## src/rtl/memory_port_master_pkg.sv

```systemverilog
// -----------------------------------------------------------------------------
// memory_port_master_pkg
//   Shared definitions for the memory port master and its read buffer.
//   Holds the FSM state encoding only; the memory-port widths (WORD_SIZE,
//   ADDR_SIZE) stay module parameters so they always follow the attached Memory.
// -----------------------------------------------------------------------------
package memory_port_master_pkg;

    // Burst sequencer states.
    //   ST_IDLE  : waiting for a command, cmd_ready high
    //   ST_WRITE : streaming wr_data into consecutive addresses
    //   ST_READ  : streaming consecutive addresses out through the read buffer
    //   ST_DONE  : single completion cycle, done high
    typedef enum logic [1:0] {
        ST_IDLE  = 2'd0,
        ST_WRITE = 2'd1,
        ST_READ  = 2'd2,
        ST_DONE  = 2'd3
    } state_t;

endpackage

```

## src/rtl/memory_port_master_mem_rd_buffer.sv

```systemverilog
// -----------------------------------------------------------------------------
// mem_rd_buffer
//   One-entry valid/ready output register for read data.
//   load has priority: it captures din and sets valid. Without a load, a
//   consumed word (valid && ready) clears valid. Otherwise data and valid hold,
//   so data stays stable while the consumer stalls.
//
// Ports
//   clock  : clock, posedge
//   reset  : asynchronous active-high reset, clears valid and data
//   load   : capture din this edge
//   ready  : consumer accepts data this cycle
//   din    : incoming word (memory read data)
//   valid  : register holds a word
//   data   : held word
// -----------------------------------------------------------------------------
module mem_rd_buffer #(
    parameter int WORD_SIZE = 8
) (
    input  logic                 clock,
    input  logic                 reset,
    input  logic                 load,
    input  logic                 ready,
    input  logic [WORD_SIZE-1:0] din,
    output logic                 valid,
    output logic [WORD_SIZE-1:0] data
);

    always_ff @(posedge clock or posedge reset) begin
        if (reset) begin
            valid <= 1'b0;
            data  <= '0;
        end else if (load) begin
            valid <= 1'b1;
            data  <= din;
        end else if (valid && ready) begin
            valid <= 1'b0;
        end
    end

endmodule

```

## src/rtl/memory_port_master.sv

```systemverilog
// -----------------------------------------------------------------------------
// memory_port_master
//   Initiator for a Memory port (wen/addr/wdata/rdata). Takes a burst command
//   (direction, base address, word count minus one) and either writes a
//   valid/ready stream into consecutive addresses or reads consecutive
//   addresses out into a valid/ready stream, one word per cycle. Addresses
//   wrap modulo 2**ADDR_SIZE.
//
// Ports
//   clock, reset          : clock and asynchronous active-high reset
//   cmd_valid/cmd_ready   : command handshake, cmd_ready high only in IDLE
//   cmd_write             : 1 = write burst, 0 = read burst
//   cmd_base, cmd_count   : first address, burst length minus one
//   wr_valid/wr_ready     : write-data stream in (wr_ready high in WRITE)
//   wr_data               : write-data word
//   rd_valid/rd_ready     : read-data stream out (registered)
//   rd_data               : read-data word
//   busy                  : not idle
//   done                  : one-cycle pulse at burst completion
//   mem_wen, mem_addr,
//   mem_wdata             : to the Memory
//   mem_rdata             : from the Memory, combinational read of mem_addr
// -----------------------------------------------------------------------------
module memory_port_master
    import memory_port_master_pkg::*;
#(
    parameter int WORD_SIZE = 8,
    parameter int ADDR_SIZE = 8
) (
    input  logic                 clock,
    input  logic                 reset,
    input  logic                 cmd_valid,
    output logic                 cmd_ready,
    input  logic                 cmd_write,
    input  logic [ADDR_SIZE-1:0] cmd_base,
    input  logic [ADDR_SIZE-1:0] cmd_count,
    input  logic                 wr_valid,
    output logic                 wr_ready,
    input  logic [WORD_SIZE-1:0] wr_data,
    output logic                 rd_valid,
    input  logic                 rd_ready,
    output logic [WORD_SIZE-1:0] rd_data,
    output logic                 busy,
    output logic                 done,
    output logic                 mem_wen,
    output logic [ADDR_SIZE-1:0] mem_addr,
    output logic [WORD_SIZE-1:0] mem_wdata,
    input  logic [WORD_SIZE-1:0] mem_rdata
);

    state_t                 state;
    logic [ADDR_SIZE-1:0]   cur_addr;
    logic [ADDR_SIZE-1:0]   remaining;
    // Read bursts only: words still to be fetched from memory. Cleared when
    // the last address is loaded; the burst then ends when that word drains.
    logic                   issue_pending;

    logic                   wr_fire;
    logic                   rd_load;
    logic                   rd_take;
    logic                   buf_valid;
    logic [WORD_SIZE-1:0]   buf_data;

    // Status decodes straight from the state register.
    assign cmd_ready = (state == ST_IDLE);
    assign busy      = (state != ST_IDLE);
    assign done      = (state == ST_DONE);
    assign wr_ready  = (state == ST_WRITE);

    // The write strobe follows wr_valid combinationally, so an async reset
    // (which forces IDLE) removes it within the same cycle.
    assign wr_fire   = wr_ready && wr_valid;
    assign mem_wen   = wr_fire;
    assign mem_addr  = cur_addr;
    assign mem_wdata = wr_data;

    // Fetch the next word whenever the output register is empty or being
    // emptied this cycle; this keeps one word per cycle with rd_ready high.
    assign rd_load   = (state == ST_READ) && issue_pending && (!buf_valid || rd_ready);
    assign rd_take   = buf_valid && rd_ready;

    mem_rd_buffer #(
        .WORD_SIZE (WORD_SIZE)
    ) u_rd_buffer (
        .clock (clock),
        .reset (reset),
        .load  (rd_load),
        .ready (rd_ready),
        .din   (mem_rdata),
        .valid (buf_valid),
        .data  (buf_data)
    );

    // The buffer is only ever filled in READ and drains before leaving it,
    // so its valid is already low in every other state.
    assign rd_valid = buf_valid;
    assign rd_data  = buf_data;

    always_ff @(posedge clock or posedge reset) begin
        if (reset) begin
            state         <= ST_IDLE;
            cur_addr      <= '0;
            remaining     <= '0;
            issue_pending <= 1'b0;
        end else begin
            case (state)
                ST_IDLE: begin
                    if (cmd_valid) begin
                        cur_addr      <= cmd_base;
                        remaining     <= cmd_count;
                        issue_pending <= !cmd_write;
                        state         <= cmd_write ? ST_WRITE : ST_READ;
                    end
                end

                ST_WRITE: begin
                    if (wr_fire) begin
                        cur_addr  <= cur_addr + 1'b1;
                        remaining <= remaining - 1'b1;
                        if (remaining == '0) begin
                            state <= ST_DONE;
                        end
                    end
                end

                ST_READ: begin
                    if (rd_load) begin
                        cur_addr  <= cur_addr + 1'b1;
                        remaining <= remaining - 1'b1;
                        if (remaining == '0) begin
                            issue_pending <= 1'b0;
                        end
                    end
                    // A take with nothing left to fetch is the final word.
                    if (rd_take && !issue_pending) begin
                        state <= ST_DONE;
                    end
                end

                ST_DONE: begin
                    state <= ST_IDLE;
                end

                default: begin
                    state <= ST_IDLE;
                end
            endcase
        end
    end

endmodule

```

## config.mk

```make
export PLATFORM = sky130hd
export DESIGN_NAME = memory_port_master
export DESIGN_NICKNAME = d
export VERILOG_FILES = /design/src/rtl/memory_port_master_pkg.sv /design/src/rtl/memory_port_master_mem_rd_buffer.sv /design/src/rtl/memory_port_master.sv
export SDC_FILE = /design/constraint.sdc
export NUM_CORES = 1
export LEC_CHECK = 0
export BUFFER_PORTS_ARGS = -buffer_cell sky130_fd_sc_hd__clkbuf_2
export CAP_MARGIN = 20
export CORE_MARGIN = 3
export CORE_UTILIZATION = 41
export CTS_BUF_LIST = sky130_fd_sc_hd__clkbuf_8
export CTS_CLUSTER_DIAMETER = 40
export DETAILED_ROUTE_END_ITERATION = 6
export PLACE_DENSITY = 0.69
export SETUP_SLACK_MARGIN = 0.3
export SLEW_MARGIN = 20
export SYNTH_ARGS = -nofsm -noshare
export SYNTH_HDL_FRONTEND = slang
export SYNTH_HIERARCHICAL = 1
export SYNTH_SLANG_ARGS = --single-unit
```

## constraint.sdc

```tcl
create_clock -name clock -period 3.1 [get_ports clock]
set_input_delay 0.62 -clock clock [delete_from_list [all_inputs] [get_ports clock]]
set_output_delay 0.62 -clock clock [all_outputs]
set_load 0.01 [all_outputs]
```

==> results of run 1 <==
## cell type report
cell class / instances / area share [%]
tap: 48 / 2.94
sequential: 28 / 34.3
clock buffer: 3 / 2.02
clock inverter: 1 / 1.47
inverter: 12 / 2.20
multi-input combinational: 120 / 43.1
timing repair buffer: 55 / 14.0
## stage by stage
step                cells  setup slack (ps)  hold WS, ps  util [%]
floorplan             177               885          448         -
global placement      263               877          491      51.2
detailed placement    263               839          497      51.2
CTS                   267               825          285      53.0
global route          267               771          314      53.0
finish                267               832          285      53.0
## power groups by stage
stage | clock [W] | combinational (W) | sequential [W]
after detailed placement | 0 | 0.00151 | 0.000747
after CTS | 0.000298 | 0.00152 | 0.000739
final | 0.000287 | 0.00151 | 0.000741
after global placement | 0 | 0.00150 | 0.000736
after floorplan | 0 | 0.00107 | 0.000765
after global routing | 0.000311 | 0.00171 | 0.000781
## metal layers
metal	wire length, um	GRT usage, %	vias up	part of all wire (%)
met5	0	0	-	0
met4	37	4.18	0	0.94
met3	276	3.98	7	7.0
met2	1850	26.7	48	47
met1	1780	22.3	676	45
li1	-	-	724	-
## cells by family (layout without fill, tap and decap cells)
| group | Yosys count | in the layout |
|---|---|---|
| AO/OA/AOI/OAI | 57 | 57 |
| AND/OR/NAND/NOR | 42 | 42 |
| buffers and inverters | 29 | 71 |
| flip-flops | 28 | 28 |
| multiplexers | 14 | 14 |
| adder cells (fa/ha/maj) | 7 | 7 |
## layout by cell type (no fill, tap or decap), drive strengths merged, types with 4 or more instances in the layout
cell type / instances
clkbuf: 54
buf: 4
ha: 7
mux2i: 6
inv: 11
a31oi: 11
dfrtp: 28
nand3: 7
nand2: 11
o21ai: 12
o32ai: 4
mux2: 8
a21oi: 17
## worst min path at each step
| stage | depth (start not counted) | end | slack [ps] | start |
|---|---|---|---|---|
| 2_1_floorplan | 1 | u_rd_buffer/data[0] | 450 | reset |
| 3_3_place_gp | 1 | u_rd_buffer/data[3] | 490 | u_rd_buffer/data[3] |
| 3_5_place_dp | 1 | u_rd_buffer/data[1] | 500 | u_rd_buffer/data[1] |
| 4_1_cts | 2 | u_rd_buffer/data[0] | 290 | reset |
| 5_1_grt | 2 | u_rd_buffer/data[0] | 310 | reset |
| 6_report | 2 | u_rd_buffer/data[1] | 280 | reset |
## state kept, by name, indices dropped and copies added, names as in the netlist
signal             count
state                  2
u_rd_buffer/data       8
issue_pending          1
u_rd_buffer/valid      1
mem_addr               8
remaining              8
==> run_results.csv, run 1 <==
group,metric,value,unit
finish,multi_input_area,881,um2
floorplan,ios,68,
timing,final.min_clock_period,2270,ps
timing,hold_viol,0,
critical_path,crit_family,"simple AND/OR/NAND/NOR gates",
critical_path,crit_path_start_kind,"flop",
logic_synthesis,ys_seq_elements,28,
timing,max_freq,441,MHz
logic_synthesis,syn-num-nets,222,
clock_tree,cts_buffers,3,
floorplan,start_util,44.7,%
logic_synthesis,ys_seq_area_share,40.6,%
finish,fin_area,2040,um2
critical_path,r2r_slack,830,ps
logic_synthesis,synth_compound_area_share,21.1,%
drt,drt_first_pass_iters,4,
timing,slew-limit-headroom,40.5,%
critical_path,critPathKind,"flop to flop",
critical_path,cp-end-kind,"flop",
floorplan,dieArea,5020,um2
logic_synthesis,synthTopCellsByArea,"dfrtp_1, mux2_4, ha_1, a21oi_1, a31oi_1",
drt,drtAntennaViolNets,0,
floorplan,core,3850,um2
clock_tree,clock_path_buffers,2,
logic_synthesis,syn-mean-instance-area,9.74,um2
floorplan,die_h,70.8,um
logic_synthesis,synth_top_area_share,40.6,%
timing,finalSetupViolations,0,
clock_tree,htree_num_levels,1,
clock_tree,cts_setup_buffers,0,
global_route,gr-total-overflow,0,
timing,timing.setup.tns,0,ps
clock_tree,cts_resized,0,
logic_synthesis,synth-edff-count,0,
placement,place_area,1970,um2
global_route,grt_max_degree,24,
floorplan,die_x,70.8,um
finish,layout-drive-gt1-share,35.2,%
global_route,track_usage,16.5,%
critical_path,rr_worst_depth,4,
finish,fillers,362,
logic_synthesis,synthSimpleGateAreaFrac,14.2,%
hold_path,hold_class,"input pin to async pin",
finish,syn_to_final_growth,18.5,%
timing,rsz0062_at_grt,"no",
logic_synthesis,synth.most_common_cell,"dfrtp_1",
critical_path,slowest_delay,560,ps
drt,wire_per_inst,14.8,um
power_and_ir_drop,leakage,0.980,nW
run_status,status,"finished, final reports clean",
floorplan,num_rows,22,
critical_path,crit_path_end,"state[1]",
logic_synthesis,synthAdderAreaFrac,5.08,%
clock_tree,clk_pin_slew,100,ps
power_and_ir_drop,intPower,0.00140,W
critical_path,r2r-end,"state[1]",
drt,vias,1455,
timing,period_share,73.2,%
clock_tree,ctsRootBufferMaster,"clkbuf_8",
timing,clock_skew,7.84,ps
critical_path,critical_path_arrival,2430,ps
critical_path,path_depth,4,
power_and_ir_drop,ir_worst_vdd,642,uV
global_route,grt_pass1_vias,1404,
finish,diodes,0,
drt,drt_wl_total,3.94,mm
power_and_ir_drop,p_seq_share,29.2,%
finish,regArea,701,um2
logic_synthesis,synth_mux_area_share,10.4,%
logic_synthesis,synth-async-reset-ratio,100,%
clock_tree,cts_sinks,28,
clock_tree,cts_hold_buffers,0,
placement,dpl.hpwl,2.91,mm
clock_tree,cts_tree,"done",
drt,drc,0,
placement,io_buffers,51,
critical_path,worst-path-buf-inv,0,
logic_synthesis,synth_area,1720,um2
power_and_ir_drop,p_clk_share,11.3,%
logic_synthesis,ys_types,45,
logic_synthesis,synth-main-ff-cell,"dfrtp_1",
logic_synthesis,yosys.area.top_type,"dfrtp_1",
power_and_ir_drop,p_sw_share,44.8,%
logic_synthesis,synth-xor-area-share,0,%
logic_synthesis,synthCells,177,
global_route,antenna_found_initial,0,
critical_path,rr_startpoint,"remaining[3]",
clock_tree,clock_latency,280,ps
critical_path,worstPathRequired,3260,ps
power_and_ir_drop,switchingPower,0.00114,W
placement,place.gp.congestion,0.768,
critical_path,path_max_fanout,7,
power_and_ir_drop,p_comb_share,59.5,%
critical_path,crit_chain,"or4_4 -> or4b_4 -> a2111o_1 -> mux2i_1",
timing,slew_violations,0,
critical_path,crit_path_top_delay_cell,"or4_4",
timing,tightest_slew,888,ps
global_route,grt_pass1_wl,6.73,mm
power_and_ir_drop,p_per_area,1240,nW/um2
drt,first_iter_violations,81,
logic_synthesis,synth_warnings,6,
critical_path,crit_start,"remaining[3]",
logic_synthesis,synthTopCellsByCount,"dfrtp_1, a21oi_1",
power_and_ir_drop,finalPower,0.00254,W
run,max_cap_violations,0,
finish,nNetsFinal,265,
logic_synthesis,synth_top_family_by_area,"compound AO/OA/AOI/OAI gates",
drt,via_per_inst,5.45,
(Power assumes the default switching activity.)
==> inputs of run 2 (changes only) <==
Clock period 3.1 ns to 2.2 ns, I/O delays scaled along.
==> run 2 against run 1 <==
  * Critical path depth did not move
  * Clock-buffer cell count did not move
  * Clock skew rose by 2.5 ps
  * Die area did not move
  * Combinational power rose by 52%
  * Worst hold slack got worse by 200 ps
  * Largest cell class unchanged
  * Clock power rose by 40%
==> run_results.csv, run 2 (same netlist as run 1, synthesis figures left out) <==
group,metric,value,unit
critical_path,cp-end-kind,"flop",
timing,rsz0062_at_grt,"yes",
critical_path,worstPathRequired,2370,ps
critical_path,critPathKind,"flop to flop",
critical_path,worst-path-buf-inv,0,
run_status,status,"finished, final reports clean",
drt,topRoutingLayerUsed,"met4",
clock_tree,cts_tree,"done",
hold_path,hold_class,"input pin to async pin",
power_and_ir_drop,leakage,1.02,nW
finish,mostFrequentLayoutCell,"clkbuf_2",
drt,vias,1485,
drt,drt_wl_total,4.02,mm
global_route,grt_pass1_wl,6.78,mm
floorplan,start_util,44.7,%
clock_tree,cts_hold_buffers,0,
power_and_ir_drop,p_per_area,1760,nW/um2
clock_tree,ctsRootBufferMaster,"clkbuf_8",
timing,max_freq,475,MHz
placement,dpl.hpwl,3.01,mm
global_route,track_usage,16.4,%
timing,clock_skew,10.3,ps
clock_tree,cts_buffers,3,
finish,nNetsFinal,273,
timing,timing.setup.tns,0,ps
placement,io_buffers,51,
critical_path,rr_worst_depth,4,
finish,diodes,0,
timing,slew_violations,0,
clock_tree,htree_num_levels,1,
global_route,gr-total-overflow,0,
floorplan,num_rows,22,
finish,regArea,701,um2
global_route,grt_max_degree,20,
floorplan,dieArea,5020,um2
critical_path,crit_family,"simple AND/OR/NAND/NOR gates",
critical_path,crit_path_start_kind,"flop",
drt,first_iter_violations,44,
critical_path,crit_chain,"or4_4 -> or4b_4 -> a2111o_1 -> mux2i_1",
finish,multi_input_area,890,um2
floorplan,die_h,70.8,um
timing,finalSetupViolations,0,
placement,place.gp.congestion,0.805,
floorplan,core,3850,um2
drt,drt_first_pass_iters,4,
timing,fin_ws,94.6,ps
drt,wire_per_inst,14.6,um
floorplan,ios,68,
finish,fillers,375,
clock_tree,clock_latency,280,ps
critical_path,r2r-end,"state[1]",
timing,slew-limit-headroom,50.5,%
finish,syn_to_final_growth,22.5,%
clock_tree,cts_sinks,28,
timing,tightest_slew,742,ps
critical_path,critical_path_arrival,2270,ps
critical_path,path_max_fanout,2,
timing,hold_viol,0,
global_route,antenna_found_initial,0,
timing,period_share,95.7,%
finish,layout_common_cells,"clkbuf_2, dfrtp_1, a21oi_1",
power_and_ir_drop,ir_worst_vdd,855,uV
timing,final.min_clock_period,2110,ps
critical_path,r2r_slack,90,ps
drt,route.met3.wl,325,um
drt,drc,0,
drt,drtAntennaViolNets,0,
critical_path,crit_path_top_delay_cell,"or4_4",
floorplan,die_x,70.8,um
critical_path,rr_startpoint,"remaining[6]",
drt,via_per_inst,5.40,
clock_tree,clk_pin_slew,100,ps
critical_path,slowest_delay,540,ps
clock_tree,clock_path_buffers,2,
drt,wl_met2,1.87,mm
run,max_cap_violations,0,
global_route,grt_pass1_vias,1408,
placement,pre_cts_ws,79.9,ps
finish,layout-drive-gt1-share,37.9,%
drt,met1_length,1.81,mm
-- run 2: changes by cell type in the layout (fill, tap and decap cells not counted) --
cell    change
and2_0      -1
ha_1        -1
nor3_2      -1
ha_2        +1
and2_1      +1
nor3_4      +1
buf_4       +8
-- run 2: cell type report --
class,instances,share of cell area [%]
flip-flops and latches,28,33.2
inverters,12,2.13
well taps,48,2.84
repair buffers,63,16.4
multi-input cells,120,42.1
clock inverters,1,1.42
clock buffers,3,1.95
-- run 2: routing by layer --
metal  up-vias  GRT usage [%]
li1        739              -
met1       682           22.7
met2        59           26.5
met3         5           4.40
met4         0           2.51
met5         -              0
-- run 2: what timing repair did --
action | 4_1_cts | 5_1_grt
endpoints found under the setup margin | 3 | 17
gates resized for setup | 0 | 2
setup buffers | 3 | 0
pin swaps | 1 | 1
-- run 2: how the worst max path moves through the flow --
stage            startpoint        to  slack [ps]  cells past startpoint
4_1_cts        remaining[6]  state[1]         100                      4
2_1_floorplan  remaining[4]  state[1]         150                      4
5_1_grt        remaining[6]  state[1]          30                      4
6_report       remaining[6]  state[1]          90                      4
3_3_place_gp   remaining[4]  state[1]         110                      4
3_5_place_dp   remaining[4]  state[1]          80                      4
-- run 2: per-stage QoR --
stage                     power (W)  util [%]  hold WS (ps)  std cells  cell area, um2
after floorplan             0.00262         -           268        177            1740
after global placement      0.00325      52.3           407        268            2020
after detailed placement    0.00329      52.3           406        268            2020
after CTS                   0.00374      54.7          94.1        275            2110
after global routing        0.00408      54.8           105        275            2110
final                       0.00372      54.8          87.1        275            2110
-- run 2: where the power goes --
group / leakage [nW] / total [W] / switching, W / internal, W
combinational: 0.660 / 0.00230 / 0.00124 / 0.00105
clock: 0.0357 / 0.000402 / 0.000158 / 0.000244
sequential: 0.324 / 0.00102 / 0.000227 / 0.000794
total: 1.02 / 0.00372 / 0.00163 / 0.00209
